<file path="src/rtl/tdc_calib_if.sv">
// Purpose : control, parameter and signal bundle between a calibration host and tdc_calib_seq.
// Latency : none, wires only.
// Backpressure: none; start/abort are level requests sampled by the sequencer, done_o is a one-cycle pulse.
// Ports   : host-driven inputs start_i, abort_i, chan_mask_i, half_period_i, n_pulses_i, signal_i;
//           sequencer-driven outputs tdc_signal_o, calib_active_o, busy_o, done_o, aborted_o,
//           pulse_count_o, test_clk_o. The master modport is the host side and the slave modport is the sequencer side.
interface tdc_calib_if #(
    parameter int G_CHANNELS  = 2,
    parameter int G_CNT_WIDTH = 16
);
    logic                   start_i;
    logic                   abort_i;
    logic [G_CHANNELS-1:0]  chan_mask_i;
    logic [G_CNT_WIDTH-1:0] half_period_i;
    logic [G_CNT_WIDTH-1:0] n_pulses_i;
    logic [G_CHANNELS-1:0]  signal_i;

    logic [G_CHANNELS-1:0]  tdc_signal_o;
    logic [G_CHANNELS-1:0]  calib_active_o;
    logic                   busy_o;
    logic                   done_o;
    logic                   aborted_o;
    logic [G_CNT_WIDTH-1:0] pulse_count_o;
    logic                   test_clk_o;

    modport master (
        output start_i, abort_i, chan_mask_i, half_period_i, n_pulses_i, signal_i,
        input  tdc_signal_o, calib_active_o, busy_o, done_o, aborted_o, pulse_count_o, test_clk_o
    );

    modport slave (
        input  start_i, abort_i, chan_mask_i, half_period_i, n_pulses_i, signal_i,
        output tdc_signal_o, calib_active_o, busy_o, done_o, aborted_o, pulse_count_o, test_clk_o
    );
endinterface

</file>
<file path="src/rtl/tdc_calib_seq.sv">
// Purpose : TDC calibration sequencer. It muxes a square-wave calibration burst, framed by guard
//           intervals, onto the selected TDC channels. All other channels pass signal_i through.
// Latency : every output is registered. Passthrough has 1 cycle of delay. The burst begins on the
//           cycle after an accepted start.
// Backpressure: none. start_i is only sampled in IDLE and is ignored while busy_o is high.
//           abort_i ends the burst early.
// Ports   : clk_i (rising edge), reset_i (asynchronous, active high), bus (tdc_calib_if.slave).
// Option  : define TDC_TEST_CLK_EN to build a free-running divider. test_clk_o is then the MSB of
//           that divider. Without the macro, test_clk_o is tied to 0.
module tdc_calib_seq #(
    parameter int G_CHANNELS      = 2,
    parameter int G_CNT_WIDTH     = 16,
    parameter int G_GUARD         = 4,
    parameter int G_TEST_DIV_BITS = 19
) (
    input  logic         clk_i,
    input  logic         reset_i,
    tdc_calib_if.slave   bus
);

    // Elaboration-time parameter sanity checks.
    if (G_GUARD < 1) begin : g_guard_chk
        $error("G_GUARD must be at least 1");
    end
    if (G_TEST_DIV_BITS < 1) begin : g_div_chk
        $error("G_TEST_DIV_BITS must be at least 1");
    end

    typedef enum logic [2:0] {
        S_IDLE,
        S_GUARD_IN,
        S_BURST,
        S_GUARD_OUT,
        S_DONE
    } state_t;

    localparam logic [G_CNT_WIDTH-1:0] CNT_ONE    = G_CNT_WIDTH'(1);
    localparam logic [G_CNT_WIDTH-1:0] GUARD_LAST = G_CNT_WIDTH'(G_GUARD - 1);

    state_t                 state_q,   state_d;
    logic [G_CNT_WIDTH-1:0] cnt_q,     cnt_d;      // cycles spent in the current guard or half-phase
    logic                   hi_q,      hi_d;       // burst phase: 1 = high half, 0 = low half
    logic [G_CHANNELS-1:0]  mask_q,    mask_d;
    logic [G_CNT_WIDTH-1:0] half_q,    half_d;
    logic [G_CNT_WIDTH-1:0] npulse_q,  npulse_d;
    logic [G_CNT_WIDTH-1:0] pcnt_q,    pcnt_d;
    logic                   aborted_q, aborted_d;

    logic                   busy_q,    busy_d;
    logic                   done_q,    done_d;
    logic [G_CHANNELS-1:0]  active_q,  active_d;
    logic [G_CHANNELS-1:0]  tdc_q,     tdc_d;
    logic                   sel_d;
    logic                   burst_hi_d;

    always_comb begin
        state_d   = state_q;
        cnt_d     = cnt_q;
        hi_d      = hi_q;
        mask_d    = mask_q;
        half_d    = half_q;
        npulse_d  = npulse_q;
        pcnt_d    = pcnt_q;
        aborted_d = aborted_q;

        case (state_q)
            S_IDLE: begin
                // If abort and start arrive together, abort wins and the start is dropped.
                if (bus.start_i && !bus.abort_i) begin
                    mask_d    = bus.chan_mask_i;
                    half_d    = (bus.half_period_i == '0) ? CNT_ONE : bus.half_period_i;
                    npulse_d  = bus.n_pulses_i;
                    pcnt_d    = '0;
                    aborted_d = 1'b0;
                    cnt_d     = '0;
                    hi_d      = 1'b0;
                    // An empty burst skips straight to DONE without touching any channel.
                    if (bus.n_pulses_i == '0 || bus.chan_mask_i == '0) begin
                        state_d = S_DONE;
                    end else begin
                        state_d = S_GUARD_IN;
                    end
                end
            end

            S_GUARD_IN: begin
                if (bus.abort_i) begin
                    state_d   = S_GUARD_OUT;
                    cnt_d     = '0;
                    hi_d      = 1'b0;
                    aborted_d = 1'b1;
                end else if (cnt_q == GUARD_LAST) begin
                    state_d = S_BURST;
                    cnt_d   = '0;
                    hi_d    = 1'b1;
                    pcnt_d  = pcnt_q + CNT_ONE;
                end else begin
                    cnt_d = cnt_q + CNT_ONE;
                end
            end

            S_BURST: begin
                if (bus.abort_i) begin
                    state_d   = S_GUARD_OUT;
                    cnt_d     = '0;
                    hi_d      = 1'b0;
                    aborted_d = 1'b1;
                end else if (cnt_q == half_q - CNT_ONE) begin
                    cnt_d = '0;
                    if (hi_q) begin
                        hi_d = 1'b0;
                    end else if (pcnt_q == npulse_q) begin
                        // The low half of the final pulse has completed. The counter stops
                        // here and cannot wrap.
                        state_d = S_GUARD_OUT;
                    end else begin
                        hi_d   = 1'b1;
                        pcnt_d = pcnt_q + CNT_ONE;
                    end
                end else begin
                    cnt_d = cnt_q + CNT_ONE;
                end
            end

            S_GUARD_OUT: begin
                if (cnt_q == GUARD_LAST) begin
                    state_d = S_DONE;
                    cnt_d   = '0;
                end else begin
                    cnt_d = cnt_q + CNT_ONE;
                end
            end

            S_DONE: begin
                state_d = S_IDLE;
            end

            default: begin
                state_d = S_IDLE;
            end
        endcase

        // Output registers are loaded from next-state values, so each output reflects the state it is in.
        busy_d     = (state_d != S_IDLE);
        done_d     = (state_d == S_DONE);
        sel_d      = (state_d == S_GUARD_IN) || (state_d == S_BURST) || (state_d == S_GUARD_OUT);
        active_d   = sel_d ? mask_d : '0;
        burst_hi_d = (state_d == S_BURST) && hi_d;
        tdc_d      = bus.signal_i;
        for (int c = 0; c < G_CHANNELS; c++) begin
            if (active_d[c]) begin
                tdc_d[c] = burst_hi_d;
            end
        end
    end

    always_ff @(posedge clk_i or posedge reset_i) begin
        if (reset_i) begin
            state_q   <= S_IDLE;
            cnt_q     <= '0;
            hi_q      <= 1'b0;
            mask_q    <= '0;
            half_q    <= '0;
            npulse_q  <= '0;
            pcnt_q    <= '0;
            aborted_q <= 1'b0;
            busy_q    <= 1'b0;
            done_q    <= 1'b0;
            active_q  <= '0;
            tdc_q     <= '0;
        end else begin
            state_q   <= state_d;
            cnt_q     <= cnt_d;
            hi_q      <= hi_d;
            mask_q    <= mask_d;
            half_q    <= half_d;
            npulse_q  <= npulse_d;
            pcnt_q    <= pcnt_d;
            aborted_q <= aborted_d;
            busy_q    <= busy_d;
            done_q    <= done_d;
            active_q  <= active_d;
            tdc_q     <= tdc_d;
        end
    end

    assign bus.tdc_signal_o   = tdc_q;
    assign bus.calib_active_o = active_q;
    assign bus.busy_o         = busy_q;
    assign bus.done_o         = done_q;
    assign bus.aborted_o      = aborted_q;
    assign bus.pulse_count_o  = pcnt_q;

`ifdef TDC_TEST_CLK_EN
    logic [G_TEST_DIV_BITS-1:0] div_q;

    always_ff @(posedge clk_i or posedge reset_i) begin
        if (reset_i) begin
            div_q <= '0;
        end else begin
            div_q <= div_q + 1'b1;
        end
    end

    assign bus.test_clk_o = div_q[G_TEST_DIV_BITS-1];
`else
    assign bus.test_clk_o = 1'b0;
`endif

endmodule

</file>
<file path="src/flat_wrapper.sv">
// flat-port wrapper written by rule: the top's interface ports become plain ports
module tdc_calib_seq_flat 
#(
    parameter int G_CHANNELS      = 2,
    parameter int G_CNT_WIDTH     = 16,
    parameter int G_GUARD         = 4,
    parameter int G_TEST_DIV_BITS = 19
)
  (clk_i, reset_i, bus_start_i, bus_abort_i, bus_chan_mask_i, bus_half_period_i, bus_n_pulses_i, bus_signal_i, bus_tdc_signal_o, bus_calib_active_o, bus_busy_o, bus_done_o, bus_aborted_o, bus_pulse_count_o, bus_test_clk_o);
  tdc_calib_if #(.G_CHANNELS(G_CHANNELS), .G_CNT_WIDTH(G_CNT_WIDTH)) bus_i ();
  input  logic clk_i;
  input  logic reset_i;
  input wire logic [$bits(bus_i.start_i)-1:0] bus_start_i;
  input wire logic [$bits(bus_i.abort_i)-1:0] bus_abort_i;
  input wire logic [$bits(bus_i.chan_mask_i)-1:0] bus_chan_mask_i;
  input wire logic [$bits(bus_i.half_period_i)-1:0] bus_half_period_i;
  input wire logic [$bits(bus_i.n_pulses_i)-1:0] bus_n_pulses_i;
  input wire logic [$bits(bus_i.signal_i)-1:0] bus_signal_i;
  output wire logic [$bits(bus_i.tdc_signal_o)-1:0] bus_tdc_signal_o;
  output wire logic [$bits(bus_i.calib_active_o)-1:0] bus_calib_active_o;
  output wire logic [$bits(bus_i.busy_o)-1:0] bus_busy_o;
  output wire logic [$bits(bus_i.done_o)-1:0] bus_done_o;
  output wire logic [$bits(bus_i.aborted_o)-1:0] bus_aborted_o;
  output wire logic [$bits(bus_i.pulse_count_o)-1:0] bus_pulse_count_o;
  output wire logic [$bits(bus_i.test_clk_o)-1:0] bus_test_clk_o;
  assign bus_i.start_i = bus_start_i;
  assign bus_i.abort_i = bus_abort_i;
  assign bus_i.chan_mask_i = bus_chan_mask_i;
  assign bus_i.half_period_i = bus_half_period_i;
  assign bus_i.n_pulses_i = bus_n_pulses_i;
  assign bus_i.signal_i = bus_signal_i;
  assign bus_tdc_signal_o = bus_i.tdc_signal_o;
  assign bus_calib_active_o = bus_i.calib_active_o;
  assign bus_busy_o = bus_i.busy_o;
  assign bus_done_o = bus_i.done_o;
  assign bus_aborted_o = bus_i.aborted_o;
  assign bus_pulse_count_o = bus_i.pulse_count_o;
  assign bus_test_clk_o = bus_i.test_clk_o;
  tdc_calib_seq #(.G_CHANNELS(G_CHANNELS), .G_CNT_WIDTH(G_CNT_WIDTH), .G_GUARD(G_GUARD), .G_TEST_DIV_BITS(G_TEST_DIV_BITS)) u_core (.clk_i(clk_i), .reset_i(reset_i), .bus(bus_i));
endmodule
</file>
<file path="config.mk">
export PLATFORM = sky130hd
export DESIGN_NAME = tdc_calib_seq_flat
export DESIGN_NICKNAME = d
export VERILOG_FILES = /design/src/rtl/tdc_calib_if.sv /design/src/rtl/tdc_calib_seq.sv /design/src/flat_wrapper.sv
export SDC_FILE = /design/constraint.sdc
export NUM_CORES = 1
export LEC_CHECK = 0
export CORE_MARGIN = 10
export CORE_UTILIZATION = 39
export CTS_BUF_LIST = sky130_fd_sc_hd__clkbuf_2
export CTS_CLUSTER_SIZE = 40
export DETAILED_ROUTE_END_ITERATION = 10
export PLACE_DENSITY_LB_ADDON = 0.2
export SLEW_MARGIN = 30
export SYNTH_ARGS = -nofsm -noshare
export SYNTH_HDL_FRONTEND = slang
export SYNTH_SLANG_ARGS = --single-unit
</file>
<file path="constraint.sdc">
create_clock -name clk_i -period 5.46 [get_ports clk_i]
set_input_delay 1.092 -clock clk_i [delete_from_list [all_inputs] [get_ports clk_i]]
set_output_delay 1.092 -clock clk_i [all_outputs]
set_load 0.02 [all_outputs]
</file>
After elaboration in Yosys (flattened, before gate mapping) --
Cells that the tools add are included.
Cells by class: add/subtract/negate cells 3, multiply operators 0, divide/modulo/power cells 0, order comparisons 0, equal/unequal tests 18, shift-type cells 0, multiplexer cells 40, bitwise gates (word level) 0, reductions and logical operators 19
Operators with widths (number):
- $mux W16 | 12
- $pmux W16 S4 | 1
- $pmux W16 S3 | 1
- $add A16 B1 Y16 const B | 2
- $eq A16 B16 Y1 | 2
- $logic_not A16 Y1 | 2
- $mux W3 | 9
- $eq A16 B2 Y1 const B | 1
- $sub A16 B1 Y16 const B | 1
- $eq A3 B2 Y1 const B | 4
- $pmux W3 S4 | 1
- $mux W1 | 11
- $ne A2 B1 Y1 const B | 4
- $ne A2 B2 Y1 const B | 4
- $reduce_and A8 Y1 | 1
- $eq A3 B1 Y1 const B | 2
- $mux W2 | 3
- $reduce_bool A3 Y1 | 2
- $reduce_and A2 Y1 | 2
- $reduce_bool A4 Y1 | 1
- $eq A3 B3 Y1 const B | 1
- $logic_not A3 Y1 | 1
- $logic_or A1 B1 Y1 | 3
- $pmux W1 S3 | 1
- other kinds (7) | 8
Word-level totals: register bits 77, bits in latches 0, RAM bits 0, ROM bits 0, input bits 40, output and inout port bits 24, word-level logic and storage cells 92, memories kept 0

Depth between registers and ports, before layout --
Gate-level depths: netlist of the first run.
depth in word-level cells 11, gate-level depth with buffers 13, depth with buffers taken out 10

Worst setup path after synthesis of the first run --
No wires, ideal clock.
path kind reg2reg, start point register u_core.half_q[3], end point register u_core.pcnt_q[5], in the netlist u_core.bus.pulse_count_o[5], arrival time 2.733 ns, path slack 2.591 ns, cell stages (with the launch flop) 12, period minus slack after synthesis 2.869 ns, cells stage by stage dfrtp_1 -> buf_6 -> or4_4 -> or4_1 -> nand3_1 -> o2111ai_2 -> nor4b_4 -> a21oi_2 -> buf_2 -> clkbuf_1 -> o21ai_1 -> o41ai_2
Between the ends: cells in the longest elaborated chain, start to end 4
Ends and longest elaborated chain:
- start, declared | RTL line tdc_calib_seq.sv:44 | logic [G_CNT_WIDTH-1:0] half_q, half_d;
- start signal, assigned | RTL line tdc_calib_seq.sv:176 | half_q <= half_d;
- $sub A16 B1 Y16 | RTL line tdc_calib_seq.sv:108 | end else if (cnt_q == half_q - CNT_ONE) begin
- $eq A16 B16 Y1 | RTL line tdc_calib_seq.sv:108
- $ne A2 B1 Y1 (no line)
- $reduce_and A8 Y1 (no line)
- end signal, assigned | RTL line tdc_calib_seq.sv:178 | pcnt_q <= pcnt_d;
- end, declared | RTL line tdc_calib_seq.sv:46 | logic [G_CNT_WIDTH-1:0] pcnt_q, pcnt_d;
Every way passes these cells. A chain may end at the register's enable or synchronous reset.

Worst setup path after layout of the first run --
start point register u_core.half_q[4], end point register u_core.pcnt_q[5], in the netlist u_core.bus.pulse_count_o[5]
Same word-level chain as after synthesis.

==> results of run 1 <==
## cell usage after synthesis, drive strengths merged (2+ instances only)
| master | instances | area share |
|---|---|---|
| ha | 3 | 0.0084 |
| and4 | 3 | 0.0059 |
| o21bai | 3 | 0.0050 |
| a31oi | 2 | 0.0028 |
| and2 | 4 | 0.0056 |
| or3 | 8 | 0.011 |
| xnor2 | 21 | 0.041 |
| dfrtp | 77 | 0.43 |
| nand2 | 113 | 0.095 |
| o21ai | 37 | 0.041 |
| o211a | 2 | 0.0045 |
| o31ai | 7 | 0.012 |
| o41ai | 4 | 0.0095 |
| clkbuf | 19 | 0.016 |
| o32ai | 10 | 0.020 |
| o31a | 2 | 0.0039 |
| nor4 | 15 | 0.022 |
| xor2 | 6 | 0.012 |
| nor4b | 3 | 0.0092 |
| or4 | 7 | 0.013 |
| nand2b | 14 | 0.020 |
| or2 | 4 | 0.0056 |
| a311oi | 3 | 0.0073 |
| mux2i | 5 | 0.011 |
| xnor3 | 2 | 0.010 |
| a21oi | 21 | 0.024 |
| nor2 | 21 | 0.018 |
| nand4 | 12 | 0.017 |
| and3 | 10 | 0.014 |
| nand3 | 13 | 0.015 |
| o22ai | 2 | 0.0028 |
| nor2b | 4 | 0.0056 |
| o211ai | 5 | 0.0084 |
| nor3 | 8 | 0.0089 |
| inv | 18 | 0.015 |
| buf | 7 | 0.0098 |
| nand3b | 2 | 0.0033 |
| o2bb2ai | 6 | 0.012 |
## layout by cell type (no fill, tap or decap), types with 3 or more instances in the layout
cell and count:
sky130_fd_sc_hd__a21oi_1 20, sky130_fd_sc_hd__and2_1 4, sky130_fd_sc_hd__and3_1 10, sky130_fd_sc_hd__and4_1 3, sky130_fd_sc_hd__clkbuf_2 9, sky130_fd_sc_hd__clkdlybuf4s50_1 62
sky130_fd_sc_hd__dfrtp_1 77, sky130_fd_sc_hd__ha_1 3, sky130_fd_sc_hd__inv_1 17, sky130_fd_sc_hd__mux2i_1 5, sky130_fd_sc_hd__nand2_1 113, sky130_fd_sc_hd__nand2b_1 14
sky130_fd_sc_hd__nand3_1 13, sky130_fd_sc_hd__nand4_1 12, sky130_fd_sc_hd__nor2_1 20, sky130_fd_sc_hd__nor2b_1 4, sky130_fd_sc_hd__nor3_1 8, sky130_fd_sc_hd__nor4_1 14
sky130_fd_sc_hd__o211ai_1 5, sky130_fd_sc_hd__o21ai_0 32, sky130_fd_sc_hd__o21ai_1 5, sky130_fd_sc_hd__o21bai_1 3, sky130_fd_sc_hd__o2bb2ai_1 6, sky130_fd_sc_hd__o31ai_1 7
sky130_fd_sc_hd__o32ai_1 10, sky130_fd_sc_hd__o41ai_1 3, sky130_fd_sc_hd__or2_2 3, sky130_fd_sc_hd__or3_1 8, sky130_fd_sc_hd__or4_1 6, sky130_fd_sc_hd__xnor2_1 21
sky130_fd_sc_hd__xor2_1 6
## worst register-to-register path, cell delays in order (launching register included)
cell                      delay (ns)
sky130_fd_sc_hd__dfrtp_1        0.53
sky130_fd_sc_hd__nor4_2         0.70
sky130_fd_sc_hd__a31oi_1        0.20
sky130_fd_sc_hd__o32ai_1        0.31
sky130_fd_sc_hd__a31oi_1        0.10
sky130_fd_sc_hd__nor4b_4        0.50
sky130_fd_sc_hd__a21oi_4        0.25
sky130_fd_sc_hd__or2_1          0.37
sky130_fd_sc_hd__o41ai_2        0.34
## flip-flops by register name (all words and copies together), names as in the netlist
name	count
u_core.bus.tdc_signal_o	2
u_core.hi_q	1
u_core.bus.busy_o	1
u_core.bus.aborted_o	1
u_core.bus.pulse_count_o	16
u_core.bus.done_o	1
u_core.npulse_q	16
u_core.mask_q	2
u_core.state_q	3
u_core.cnt_q	16
u_core.half_q	16
u_core.bus.calib_active_o	2
## final cells by class
type                    instances  area, µm²  share of cell area
well taps                     143      178.9             0.03358
repair buffers                 64      635.6              0.1193
clock inverters                 7      90.09             0.01691
multi-input cells             395       2381              0.4468
flip-flops and latches         77       1927              0.3616
inverters                      19      71.32             0.01338
clock buffers                   9      45.04            0.008453
## power by group through the flow
stage / clock network (µW) / registers (µW) / logic [µW]
finish: 363 / 950 / 891
global route: 395 / 978 / 1010
CTS: 378 / 949 / 890
detailed placement: 0 / 955 / 887
global placement: 0 / 955 / 868
floorplan: 0 / 876 / 703
## path summary, 6_finish.rpt
kind | end | depth (start not counted)
min reg2reg | u_core.bus.aborted_o | 1
max in group asynchronous | u_core.bus.pulse_count_o[0] | 3
max reg2reg | u_core.bus.pulse_count_o[5] | 8
max | u_core.bus.pulse_count_o[5] | 8
min in group asynchronous | u_core.cnt_q[7] | 2
min | u_core.bus.aborted_o | 1
## kinds of logic (layout without fill, tap and decap cells)
logic type | Yosys count | after routing | synth area share
xor+xnor | 29 | 29 | 0.06278
buf+inv | 45 | 99 | 0.04157
compound gates | 111 | 111 | 0.1682
simple gates | 246 | 246 | 0.2773
mux | 5 | 5 | 0.01116
other cells | 1 | 1 | 0.0008363
flops | 77 | 77 | 0.4297
fa+ha+maj | 3 | 3 | 0.008371
## through the flow
stage,instances,cell area (µm²),total power (µW),util,worst slack [ns]
after floorplan,517,4484,1580,-,2.401
after global placement,698,5186,1822,0.4581,2.000
after detailed placement,698,5186,1842,0.4581,1.995
after CTS,714,5321,2217,0.4700,1.971
after global routing,714,5329,2382,0.4707,1.728
final,714,5329,2204,0.4707,2.065
## routing by layer
metal	up-vias	global-route usage	wire length [µm]
li1	1950	-	-
met1	1916	0.1985	5760
met2	88	0.2348	5637
met3	16	0.05335	586
met4	0	0.04488	217
met5	-	0	0
==> results.md, run 1 <==
* Total length of routed wires at ~12 mm
* Net count reported at finish at just over 600
* Total routing usage reported by global routing at 0.1530
* Fin crit share at 0.6218
* Synthesized instance count at ~520
* Most common cell type on the critical path: sky130_fd_sc_hd__a31oi_1
* Ys async rst share at 1.000
* Sum Neg Setup Slack at 0 ns
* Launch instance of the worst min-delay path: u_core.bus.aborted_o
* Critical setup path kind: flop to flop
* Max-Slew Margin vs Limit at 0.4857
* R2r setup slk at about 2.1 ns
* Worst Hold Margin at between 0.5 and 0.6 ns
* Gp weighted congestion at approximately 0.83
* Routed wire length per instance at between 15 and 20 µm
* Actual slew at the worst max-slew pin at a little under 0.8 ns
* Status: complete, no violations
* TritonCTS clock tree: done
* Final slew viol count at 0
* Count of pins on the block boundary at 64
* Reg-to-reg startpoint: u_core.half_q[4]
* Element type at the critical path start: flop
* Net count after synthesis at between 500 and 600
* Worst-case clock buffer depth at 2
* Cell chain of the critical path: nor4_2, a31oi_1, o32ai_1, a31oi_1, nor4b_4, a21oi_4, or2_1, o41ai_2
* Filler Cells Inserted at ~1100
* Critical Path RT at 5.91 ns
* Switch Pwr at 935.6 µW
* Clock insertion delay at the later pin of the skew report at 0.56 ns
* Clock Skew at between 0.02 and 0.03 ns
* Data arrival time at the worst-slack endpoint at roughly 3.9 ns
* Vias in the first global route at approximately 4000
* First-pass iteration count of the detailed router at 5
* Most instantiated flip-flop cell in the synthesis netlist: sky130_fd_sc_hd__dfrtp_1
* Starting density of the core at 0.3961
* Power density cells at 413.6 nW/µm²
* Drt initial violations at ~330
* Largest net degree at the start of global routing at 44
* # DRC at 0
* Worst VDD drop at roughly 0.23 mV
* Die width at approximately 130 µm
* Hold-fix buffers, CTS at 0
* CTS root buf: sky130_fd_sc_hd__clkbuf_2
* Port Buf Inserts at 62
* Static leakage power at around 0.0022 µW
* Synth-to-layout area growth at 18.83%
* Post-synthesis average cell area at just under 9 µm²
* CP Launch Point: u_core.half_q[4]
* Buffers inserted by post-CTS timing repair at 0
* Count of flip-flops with a built-in enable after synthesis at 0
* Cell family with the largest share of critical-path delay: simple AND/OR/NAND/NOR gates
* Standard cell core area at roughly 11000 µm²
* Proportion of power drawn by flip-flops and latches at 0.431
* Number of nets with antenna violations after detailed routing at 0
* Type of the tightest min-delay check: flop to flop
* WP buf/inv at 0
* Logic pwr share at 0.404
* Cts bufs inserted at 9
* Cells resized by post-CTS repair at 0
* Unique cell type count in the Yosys netlist at 62
* Number of placement rows at 39
* Crit. End Element: flop
* Final setup vio count at 0
* Count of antenna diodes in the layout at 0
* Crit-path max FO at 27
* Internal Dissipation at between 1000 and 1500 µW
* Vias per cell at approximately 5.6
* Initial antenna violation count at 0
* Share of the yosys chip area belonging to registers at 0.4297
* Post-synthesis instance area at around 4500 µm²
* Max capacitance violation total at 0
* Total via count after detailed routing at between 3000 and 4000
* FMAX at roughly 0.29 GHz
* Overall die area at ~16000 µm²
* Final period demand of the worst path at 3.395 ns
* HPWL reported at the end of detailed placement at 8.851 mm
* Highest cell delay on the worst timing path at about 0.70 ns
* Count of warnings emitted by yosys at 0
* Wire length of the first global-routing pass at around 20 mm
* RSZ-0062 raised after global routing: no
* Count of endpoints failing hold in the final timing report at 0
* Fraction of power spent switching nets at 0.4244
* Leftover overflow at the end of global routing at 0
* Slowest cell on the critical path: sky130_fd_sc_hd__nor4_2
* Layout cell share with drive strength beyond 1 at 0.05254
* H-tree lvl count at 3
* Part of the power in the clock network at 0.165
* Die outline height at roughly 130 µm
* Clock sink total at 77
* Worst-path clk slew at about 0.22 ns
* Synthesis-stage register bit count at 77
No activity file was read; power rests on OpenSTA's default activity.
==> run 2, diff against run 1 <==
==> constraint.sdc (replaced) <==
create_clock -name clk_i -period 3 [get_ports clk_i]
set_input_delay 0.6 -clock clk_i [delete_from_list [all_inputs] [get_ports clk_i]]
set_output_delay 0.6 -clock clk_i [all_outputs]
set_load 0.02 [all_outputs]
==> run 2 against run 1 <==
  * Hold slack worse by 0.12 ns
  * Clock skew increased by 0.0094 ns
  * Largest cell class unchanged
  * Critical path depth grew 1
  * Clock power increased by 60%
  * Wire length grew 1.9%
  * Core utilization up 2.9 points
  * Flip-flop and latch count stayed put
==> results.md, run 2 (synthesis gave the netlist of run 1 again) <==
* FMAX at 0.3418 GHz
* Starting density of the core at 0.3961
* Final slew viol count at 0
* Die width at about 130 µm
* Static leakage power at 0.002391 µW
* Worst VDD drop at roughly 0.39 mV
* Count of pins on the block boundary at 64
* Part of the power in the clock network at 0.137
* Crit. End Element: flop
* Depth of the worst register-to-register path at 9
* Routed wire length per instance at 16.65 µm
* Gp weighted congestion at slightly above 0.8
* Clock sink total at between 70 and 80
* Leftover overflow at the end of global routing at 0
* Critical Path RT at around 3.5 ns
* Actual slew at the worst max-slew pin at around 0.65 ns
* Proportion of power drawn by flip-flops and latches at 0.386
* Critical setup path kind: flop to flop
* Capturing point of the worst reg2reg path: u_core.bus.pulse_count_o[14]
* Count of endpoints failing hold in the final timing report at 0
* HPWL reported at the end of detailed placement at between 9 and 10 mm
* Worst-path clk slew at roughly 0.23 ns
* Final setup vio count at 0
* Fin crit share at 0.9752
* Power density cells at between 700 and 800 nW/µm²
* Drt initial violations at around 330
* Die outline height at between 100 and 150 µm
* Overall die area at 16190 µm²
* Initial antenna violation count at 0
* Crit-path max FO at 11
* Vias per cell at about 5.5
* Clock insertion delay at the later pin of the skew report at 0.53 ns
* Wire length of the first global-routing pass at ~21 mm
* Type of the tightest min-delay check: input pin to async pin
* Standard cell core area at 11320 µm²
* Total routing usage reported by global routing at 0.1530
* Number of placement rows at 39
* Status: complete, no violations
* Cts bufs inserted at 9
* First-pass iteration count of the detailed router at 5
* Vias in the first global route at 4087
* Highest-count cells in the layout ignoring fill and taps: 113 x sky130_fd_sc_hd__nand2_1, 76 x sky130_fd_sc_hd__dfrtp_1, 62 x sky130_fd_sc_hd__clkdlybuf4s50_1
* Max-Slew Margin vs Limit at 0.5633
* Net count reported at finish at 643
* Filler Cells Inserted at approximately 1100
* Max capacitance violation total at 0
* R2r setup slk at approximately 0.074 ns
* Final period demand of the worst path at roughly 2.9 ns
* Layout cell share with drive strength beyond 1 at 0.1258
* Internal Dissipation at between 2000 and 2500 µW
* Hold-fix buffers, CTS at 0
* CTS root buf: sky130_fd_sc_hd__clkbuf_2
* Cells after DPL at 730
* Total via count after detailed routing at 4126
* Synth-to-layout area growth at 26.06%
* Switch Pwr at approximately 1800 µW
* Port Buf Inserts at 62
* Sum Neg Setup Slack at 0 ns
* Data arrival time at the worst-slack endpoint at about 3.4 ns
* Most common cell after layout, fill and taps aside: sky130_fd_sc_hd__nand2_1
* H-tree lvl count at 3
* TritonCTS clock tree: done
* Total length of routed wires at 12.43 mm
* Number of nets with antenna violations after detailed routing at 0
* Clock Skew at approximately 0.037 ns
* Worst-case clock buffer depth at 2
* CP Launch Point: u_core.half_q[3]
* Element type at the critical path start: flop
* Largest net degree at the start of global routing at 54
* Reg-to-reg startpoint: u_core.half_q[3]
* Count of antenna diodes in the layout at 0
* Final standard cell count with taps included and fillers excluded at around 750
* Fraction of power spent switching nets at 0.4192
* # DRC at 0
* Capturing element of the worst setup path: u_core.bus.pulse_count_o[14]
* Logic pwr share at 0.477
run 2: cell types whose count changed in the layout (fill, tap and decap cells not counted), moves of 2 or more:
cell | before | now
sky130_fd_sc_hd__buf_4 | 2 | 33
sky130_fd_sc_hd__a21oi_1 | 20 | 18
sky130_fd_sc_hd__a21oi_2 | 0 | 2
sky130_fd_sc_hd__buf_12 | 0 | 2
sky130_fd_sc_hd__o21ai_0 | 32 | 30
sky130_fd_sc_hd__or4_1 | 6 | 4
sky130_fd_sc_hd__or4_4 | 1 | 3
run 2: cell type report:
type | count | area, µm² | area share
multi-input cells | 395 | 2445 | 0.4325
flip-flops and latches | 77 | 1928 | 0.3411
repair buffers | 98 | 919.6 | 0.1627
well taps | 143 | 178.9 | 0.03165
inverters | 19 | 71.32 | 0.01262
clock inverters | 6 | 65.06 | 0.01151
clock buffers | 9 | 45.04 | 0.007968
run 2: power by group through the flow:
| stage | combinational [µW] | clock, µW | sequential (µW) |
|---|---|---|---|
| final | 2030 | 581 | 1640 |
| after global routing | 2260 | 634 | 1690 |
| after CTS | 1970 | 597 | 1630 |
| after detailed placement | 1970 | 0 | 1650 |
| after global placement | 1930 | 0 | 1650 |
| after floorplan | 1280 | 0 | 1590 |
run 2: worst min-delay path by stage:
stage	from	endpoint	slack [ns]	cells past startpoint
5_1_grt	reset_i	u_core.half_q[8]	0.41	3
6_report	reset_i	u_core.half_q[8]	0.40	3
3_3_place_gp	u_core.bus.aborted_o	u_core.bus.aborted_o	0.49	1
4_1_cts	reset_i	u_core.half_q[10]	0.40	3
3_5_place_dp	u_core.npulse_q[15]	u_core.npulse_q[15]	0.49	2
2_1_floorplan	u_core.half_q[15]	u_core.half_q[15]	0.47	2
run 2: critical path: stages, from the launching register on:
cell	delay, ns
sky130_fd_sc_hd__dfrtp_1	0.43
sky130_fd_sc_hd__or4_4	0.57
sky130_fd_sc_hd__o31a_1	0.28
sky130_fd_sc_hd__a311oi_2	0.23
sky130_fd_sc_hd__o2111ai_2	0.19
sky130_fd_sc_hd__nor4b_4	0.22
sky130_fd_sc_hd__buf_4	0.18
sky130_fd_sc_hd__a21oi_4	0.10
sky130_fd_sc_hd__or4_1	0.53
sky130_fd_sc_hd__a21oi_1	0.15
run 2: metal layers:
| metal | GRT usage | vias to the layer above | part of all wire |
|---|---|---|---|
| met5 | 0 | - | 0 |
| met4 | 0.05291 | 0 | 0.016 |
| met3 | 0.03350 | 20 | 0.048 |
| met2 | 0.2415 | 103 | 0.47 |
| met1 | 0.2019 | 1993 | 0.47 |
| li1 | - | 2010 | - |
run 2: metrics by stage:
step	setup WS, ns	area [µm²]	hold slack [ns]	power, µW	utilization
after floorplan	0.1308	4484	0.4652	2875	-
after global placement	0.08355	5451	0.4855	3580	0.4815
after detailed placement	-0.03436	5451	0.4883	3613	0.4815
after CTS	0.007764	5562	0.3971	4202	0.4913
after global routing	-0.01164	5653	0.4133	4588	0.4993
final	0.07431	5653	0.4044	4252	0.4993
run 2: what timing repair did:
item / 4_1_cts / 5_1_grt
setup buffers: 0 / 2
gates resized for setup: 0 / 16
setup endpoints to repair: 0 / 21
